$ cat config.mk
export PLATFORM = sky130hd
export DESIGN_NAME = move_input_conditioner
export DESIGN_NICKNAME = d
export VERILOG_FILES = /design/src/rtl/ee354_2048_pkg.sv /design/src/rtl/move_input_conditioner_debounce.sv /design/src/rtl/move_input_conditioner.sv
export SDC_FILE = /design/constraint.sdc
export NUM_CORES = 1
export LEC_CHECK = 0
export ABC_AREA = 0
export BUFFER_PORTS_ARGS = -buffer_cell sky130_fd_sc_hd__buf_2
export CORE_MARGIN = 8
export CORE_UTILIZATION = 29
export CTS_CLUSTER_SIZE = 40
export DETAILED_ROUTE_END_ITERATION = 16
export SLEW_MARGIN = 20
export SYNTH_ARGS = -nofsm -noshare
export SYNTH_HDL_FRONTEND = slang
export SYNTH_SLANG_ARGS = --single-unit
$ cat constraint.sdc
create_clock -name Clk -period 3.8 [get_ports Clk]
set_clock_uncertainty 0.1 [all_clocks]
set_input_delay 0.38 -clock Clk [delete_from_list [all_inputs] [get_ports Clk]]
set_output_delay 0.38 -clock Clk [all_outputs]
set_load 0.03 [all_outputs]
$ cat src/rtl/ee354_2048_pkg.sv
// Shared types for the 2048 move path: direction codes,
// debouncer and command FSM encodings, debounce default.
package ee354_2048_pkg;

  localparam int unsigned N_DEBOUNCE_DEFAULT = 500000;

  typedef enum logic [1:0] {
    UP    = 2'd0,
    DOWN  = 2'd1,
    LEFT  = 2'd2,
    RIGHT = 2'd3
  } dir_e;

  typedef enum logic [1:0] {
    DB_IDLE         = 2'd0,
    DB_WAIT_PRESS   = 2'd1,
    DB_PRESSED      = 2'd2,
    DB_WAIT_RELEASE = 2'd3
  } db_state_e;

  typedef enum logic {
    CMD_EMPTY = 1'b0,
    CMD_HOLD  = 1'b1
  } cmd_state_e;

  // Bit index of the press vector equals the direction code,
  // so the lowest set bit is the winner.
  function automatic dir_e pick_dir(input logic [3:0] p);
    dir_e d;
    d = RIGHT;
    if (p[0])
      d = UP;
    else if (p[1])
      d = DOWN;
    else if (p[2])
      d = LEFT;
    return d;
  endfunction

  function automatic logic multi_press(input logic [3:0] p);
    return (p & (p - 4'd1)) != 4'd0;
  endfunction

endpackage

$ cat src/rtl/move_input_conditioner_debounce.sv
// One push-button: two-flop synchronizer, debounce FSM,
// stability counter and single-cycle press pulse.
module button_debounce
  import ee354_2048_pkg::*;
#(
  parameter int unsigned N_DEBOUNCE = N_DEBOUNCE_DEFAULT
) (
  input  logic Clk,
  input  logic Reset,
  input  logic btn,
  output logic press
);

  localparam int CW = $clog2(N_DEBOUNCE);
  localparam logic [CW-1:0] CNT_MAX = CW'(N_DEBOUNCE - 1);

  logic [1:0]    sync;
  logic          s;
  db_state_e     state;
  logic [CW-1:0] cnt;

  always_ff @(posedge Clk) begin
    if (Reset)
      sync <= 2'b00;
    else
      sync <= {sync[0], btn};
  end

  assign s = sync[1];

  // A bounce back to 1 during release returns to PRESSED
  // without a pulse, so a held key fires only once.
  always_ff @(posedge Clk) begin
    if (Reset) begin
      state <= DB_IDLE;
      cnt   <= '0;
      press <= 1'b0;
    end else begin
      press <= 1'b0;
      unique case (state)
        DB_IDLE: begin
          if (s) begin
            state <= DB_WAIT_PRESS;
            cnt   <= '0;
          end
        end
        DB_WAIT_PRESS: begin
          if (!s) begin
            state <= DB_IDLE;
          end else if (cnt == CNT_MAX) begin
            state <= DB_PRESSED;
            press <= 1'b1;
          end else begin
            cnt <= cnt + CW'(1);
          end
        end
        DB_PRESSED: begin
          if (!s) begin
            state <= DB_WAIT_RELEASE;
            cnt   <= '0;
          end
        end
        DB_WAIT_RELEASE: begin
          if (s) begin
            state <= DB_PRESSED;
          end else if (cnt == CNT_MAX) begin
            state <= DB_IDLE;
          end else begin
            cnt <= cnt + CW'(1);
          end
        end
        default: begin
          state <= DB_IDLE;
          cnt   <= '0;
        end
      endcase
    end
  end

endmodule

$ cat src/rtl/move_input_conditioner.sv
// Turns four raw buttons into one held move with
// priority resolution, ack handshake and overrun pulse.
module move_input_conditioner
  import ee354_2048_pkg::*;
#(
  parameter int unsigned N_DEBOUNCE = N_DEBOUNCE_DEFAULT
) (
  input  logic       Clk,
  input  logic       Reset,
  input  logic       btnU,
  input  logic       btnD,
  input  logic       btnL,
  input  logic       btnR,
  input  logic       arm,
  input  logic       move_ack,
  output logic       move_valid,
  output logic [1:0] move_dir,
  output logic       up,
  output logic       down,
  output logic       left,
  output logic       right,
  output logic       overrun
);

  logic [3:0] btn;
  logic [3:0] pr;
  cmd_state_e state;
  dir_e       dir_q;
  logic       ov_q;

  assign btn = {btnR, btnL, btnD, btnU};

  for (genvar i = 0; i < 4; i++) begin : g_btn
    button_debounce #(
      .N_DEBOUNCE(N_DEBOUNCE)
    ) u_db (
      .Clk  (Clk),
      .Reset(Reset),
      .btn  (btn[i]),
      .press(pr[i])
    );
  end

  // Disarmed presses vanish silently, even while holding.
  always_ff @(posedge Clk) begin
    if (Reset) begin
      state <= CMD_EMPTY;
      dir_q <= UP;
      ov_q  <= 1'b0;
    end else begin
      ov_q <= 1'b0;
      unique case (state)
        CMD_EMPTY: begin
          if (arm && (pr != 4'd0)) begin
            state <= CMD_HOLD;
            dir_q <= pick_dir(pr);
            ov_q  <= multi_press(pr);
          end
        end
        CMD_HOLD: begin
          ov_q <= arm && (pr != 4'd0);
          if (move_ack)
            state <= CMD_EMPTY;
        end
        default: state <= CMD_EMPTY;
      endcase
    end
  end

  assign move_valid = (state == CMD_HOLD);
  assign move_dir   = dir_q;
  assign overrun    = ov_q;

  assign up    = move_valid && (dir_q == UP);
  assign down  = move_valid && (dir_q == DOWN);
  assign left  = move_valid && (dir_q == LEFT);
  assign right = move_valid && (dir_q == RIGHT);

endmodule
Yosys cells after proc, flatten, opt, wreduce, memory -nomap -nowiden
Index checks and enable logic that the tools add are counted.
{"block": "word_totals", "reg_bits": 100, "input_bits": 8, "word_cells": 166}
{"block": "op_classes", "add_sub_neg": 5, "n_eq_ne": 43, "mux": 64, "n_bitwise": 10, "reduce_logical": 25}
{"op": "2-to-1 mux 19 bit", "count": 20}
{"op": "one-hot mux 19 bit (4 select lines)", "count": 4}
{"op": "adder 19 x 1 -> 19 bit (second input constant)", "count": 4}
{"op": "equality test 19 bit (second input constant)", "count": 4}
{"op": "2-to-1 mux 2 bit", "count": 26}
{"op": "one-hot mux 2 bit (4 select lines)", "count": 4}
{"op": "AND reduction 4 bit", "count": 8}
{"op": "equality test 2 bit (second input constant)", "count": 10}
{"op": "!= test 2 x 1 -> 1 bit (second input constant)", "count": 8}
{"op": "!= test 2 bit (second input constant)", "count": 8}
{"op": "!= test 3 x 1 -> 1 bit (second input constant)", "count": 4}
{"op": "!= test 3 bit (second input constant)", "count": 4}
{"op": "OR reduction 3 bit", "count": 4}
{"op": "equality test 2 x 1 -> 1 bit (second input constant)", "count": 5}
{"op": "logical NOT 2 bit", "count": 5}
{"op": "NOT 1 bit", "count": 9}
{"op": "2-to-1 mux 1 bit", "count": 8}
{"op": "nonzero test 4 bit", "count": 2}
{"op": "logical AND 1 bit", "count": 5}
{"op": "bitwise AND 4 bit", "count": 1}
{"op": "one-hot mux 1 bit (2 select lines)", "count": 2}
{"op": "subtractor 4 x 1 -> 4 bit (second input constant)", "count": 1}
{"op": "AND reduction 2 bit", "count": 1}

Longest topological paths before layout
{"block": "logic_depth", "depth_word": 5, "ltp_mapped": 7, "mapped_depth_nobuf": 6}

Cells and area by module
Synthesis repeated with hierarchy kept, for this count alone.
{"block": "unflattened", "hier_cells": 642, "hier_area_um2": 5326.4}
{"mod": "button_debounce (g_btn[0].u_db ...)", "instances": 3, "cells_each": 159, "area_each_um2": 1306.3}
{"mod": "button_debounce (g_btn[1].u_db)", "instances": 1, "cells_each": 140, "area_each_um2": 1186.1}
{"mod": "move_input_conditioner", "instances": 1, "cells_each": 25, "area_each_um2": 221.5}

Worst setup path before layout
No wires, ideal clock.
{"block": "synth_timing", "path_kind": "flip-flop to flip-flop", "startpoint": "register g_btn[0].u_db.cnt[7]", "endpoint": "register g_btn[0].u_db.cnt[18]", "setup_ns": 0.072, "arrival_time_ns": 1.998, "path_slack_ns": 1.631, "stages_incl_launch_ff": 6, "path_buffers": 0, "synth_period_minus_slack_ns": 2.169, "path_cell_list": "dfxtp_1 > or4_1 > or4_4 > or4_4 > nand3_2 > mux2i_1"}
{"block": "synth_via", "elab_chain_len": 4, "elab_cells_between_ends": 6, "cone_classes": "add/sub: 1; eq/ne: 1; mux: 4"}
{"element": "from (decl)", "line_no": "move_input_conditioner_debounce.sv:20", "text": "logic [CW-1:0] cnt;"}
{"element": "from (signal assigned)", "line_no": "move_input_conditioner_debounce.sv:54", "text": "cnt <= cnt + CW'(1);"}
{"element": "from (signal assigned)", "line_no": "move_input_conditioner_debounce.sv:69", "text": "cnt <= cnt + CW'(1);"}
{"element": "adder 19 x 1 -> 19 bit or equality test 19 bit (tied branches)"}
{"element": "2-to-1 mux 19 bit (*)", "line_no": "move_input_conditioner_debounce.sv:50, move_input_conditioner_debounce.sv:66"}
{"element": "2-to-1 mux 19 bit, on equally long branches", "line_no": "move_input_conditioner_debounce.sv:64, move_input_conditioner_debounce.sv:48"}
{"element": "one-hot mux 19 bit (4 select lines) (*)", "line_no": "move_input_conditioner_debounce.sv:40", "text": "unique case (state)"}
Every way passes the cells marked *; elsewhere a longest branch is shown, timed or not. The select of a mux whose other input is x is not followed.
A chain may end at the register's enable or synchronous reset.

Worst setup path in the final report
{"block": "layout_timing", "startpoint": "register g_btn[0].u_db.cnt[7]", "endpoint": "register g_btn[0].u_db.cnt[11]"}
The elaborated chain is that of the path after synthesis.

==> impl_metrics.tcl <==
set metrics [dict create \
    seqCellArea_um2 2000 \
    ctsResizeCount 0 \
    htreeDepth 3 \
    worstSkewPairLatency_ns 0.34 \
    tns_ns 0 \
    cap_viol_max_count 0 \
    cts.path.max_buffers 2 \
    grt_max_degree 41 \
    fin_ws_ns 1.27 \
    die_area_um2 20600 \
    post-place-ws_ns 1.27 \
    hp-start "btnD" \
    status "finished, final reports clean" \
    ys_types 55 \
    grt_pass1_vias 3931 \
    final_cell_mix "dfxtp_1, nor2_1, nand2_1" \
    grt_pass1_wl_mm 17.7 \
    chipWidth_um 144 \
    ant_nets 0 \
    fillCellCount 1653 \
    fp-row-count 46 \
    rsz0062_at_grt "false" \
    reg2reg_to "g_btn[0].u_db.cnt[11]" \
    critical_path_required_ns 3.91 \
    yosysWarnings 0 \
    syn_nets 572 \
    synth-edff-count 0 \
    drtPass1Iterations 4 \
    yosys_most_used_dff "dfxtp_1" \
    vdd_drop_max_mv 0.213 \
    setup_viol_count_final 0 \
    antenna_found_initial 0 \
    cp-start-kind "register" \
    clock_sinks 100 \
    holdPathEnd "g_btn[1].u_db.sync[0]" \
    hold_viol 0 \
    fin_util_pct 33.2 \
    root_buffer "clkbuf_16" \
    synth_top_area_share_pct 42.4 \
    multi_input_area_um2 2630 \
    layout_commonest_cell "dfxtp_1" \
    path_class "register to register" \
    area_delta_synth_final_pct 11.5 \
    chipHeight_um 144 \
    vias 4056 \
    io_pins 16 \
    final_cell_area_um2 5270 \
    yosysTopAreaCell "dfxtp_1" \
    worstHoldPathCells 2 \
    synth_seq_cells 100 \
    netlist_instances 560 \
    overflow 0 \
    period_needed_ns 2.53 \
    async_flop_share_pct 0 \
    p_leak_uw 0.00171 \
    synth_area_leaders "dfxtp_1, xor2_1, nor2_1, nand2_1, nand3_1" \
    routedWlPerCell_um 12.9 \
    maxSlewViolCount 0 \
    clkTransAtPathRegs_ns 0.07 \
    drt_iter0_drc 255 \
    nets 578 \
    drive_above_1_share_pct 6.32 \
    syn_area_um2 4720 \
    cts_buffers 9 \
    grt_usage_pct 10.2 \
    relSlewSlack_pct 31.0 \
    cts_tree "done" \
    start_util_pct 29.7 \
    avgSynthCellArea_um2 8.43 \
    rrSetupSlack_ns 1.27 \
    place_congestion 0.812 \
    holdWs_ns 0.152 \
    power_density_nw_per_um2 373 \
    fmax_ghz 0.395 \
    core_area_um2 15900 \
    end_kind "register" \
    worst_pin_slew_ns 1.03 \
    crit_arrival_ns 2.64 \
    antenna_cells 0 \
    post-cts-setup-buffer-count 0 \
    holdBufCountCts 0 \
    ys_seq_area_share_pct 42.4 \
    regToRegStartpoint "g_btn[0].u_db.cnt[7]" \
    via_per_inst 5.16 \
    route.detailed.drc 0 \
    place_hpwl_mm 7.04 \
    r2r.worst_path.cells 5 \
    place_area_um2 5000 \
    numPortBuffers 15 \
    critPathMaxFanout 11 \
    finalCritPeriodShare_pct 66.7 \
    hp-class "primary input to register" \
    drt-total-wl_mm 10.1 \
]
-- through the flow --
step	total power (uW)	instances
final	1970	786
after global routing	2040	786
after CTS	1990	786
after detailed placement	1130	771
after global placement	1130	771
after floorplan	1120	560
-- Yosys cell counts (all sizes together) (2+ instances only) --
master,number
nand2,60
xor2,34
a21oi,29
nand4,24
and2,2
o31ai,6
nor4b,13
a41o,2
nand3,31
or3,13
nor2b,8
and3,7
or2,2
o21ai,19
mux2i,6
and4,7
xnor2,12
nand4b,2
o211ai,8
a31oi,4
nor4bb,3
nor3,13
a211oi,3
nor2,77
dfxtp,100
clkbuf,18
nor3b,3
or4,17
ha,4
nand2b,3
nand4bb,2
buf,2
inv,5
nor4,7
or4b,3
-- registers in the layout, indices dropped and copies added (netlist names), named ones only --
register	flops
g_btn.u_db.state	4
g_btn.u_db.sync	8
overrun	1
move_valid	1
move_dir	2
g_btn.u_db.press	4
g_btn.u_db.cnt	76
-- cells by family (layout without fill, tap and decap cells) --
group | count (synthesis) | in the layout | synth area share, %
and+or+nand+nor | 300 | 300 | 34.5
xor gates and xnor gates | 46 | 46 | 8.53
AOI/OAI and AO/OA | 78 | 78 | 10.0
buffers and inverters | 25 | 35 | 2.01
adders and majority gates | 5 | 5 | 1.27
muxes | 6 | 6 | 1.27
DFF | 100 | 100 | 42.4
-- cell type report --
type / instances / share of cell area (%)
clock inverter: 1 / 0.143
clock buffer: 14 / 5.01
timing repair buffer: 15 / 1.43
multi-input combinational: 435 / 49.9
inverter: 5 / 0.356
tap: 216 / 5.13
sequential: 100 / 38.0
-- critical path, stage by stage (launching register included) --
cell and delay, ns:
dfxtp_1 0.37, or4_1 0.54, or4_4 0.50, nor4_2 0.62, or4_1 0.23, a21oi_1 0.06
-- worst max path at each step --
stage,start,cells past startpoint,end
finish,g_btn[0].u_db.cnt[7],5,g_btn[0].u_db.cnt[11]
global route,g_btn[2].u_db.cnt[11],5,g_btn[2].u_db.cnt[7]
CTS,g_btn[0].u_db.cnt[7],5,g_btn[0].u_db.cnt[11]
detailed placement,g_btn[0].u_db.cnt[7],5,g_btn[0].u_db.cnt[11]
global placement,g_btn[0].u_db.cnt[7],5,g_btn[0].u_db.cnt[11]
floorplan,g_btn[0].u_db.cnt[7],5,g_btn[0].u_db.cnt[18]
-- layer usage --
layer  global-route usage (%)  wire length [um]
met1                     12.3              4980
met2                     17.5              4650
met3                     2.39               357
met4                     3.54               119
met5                        0                 0
-- power breakdown --
part / switching (uW) / internal [uW]
registers: 4.96 / 1050
clock network: 382 / 478
logic: 35.7 / 12.2
Power figures use the tool's default switching activity.
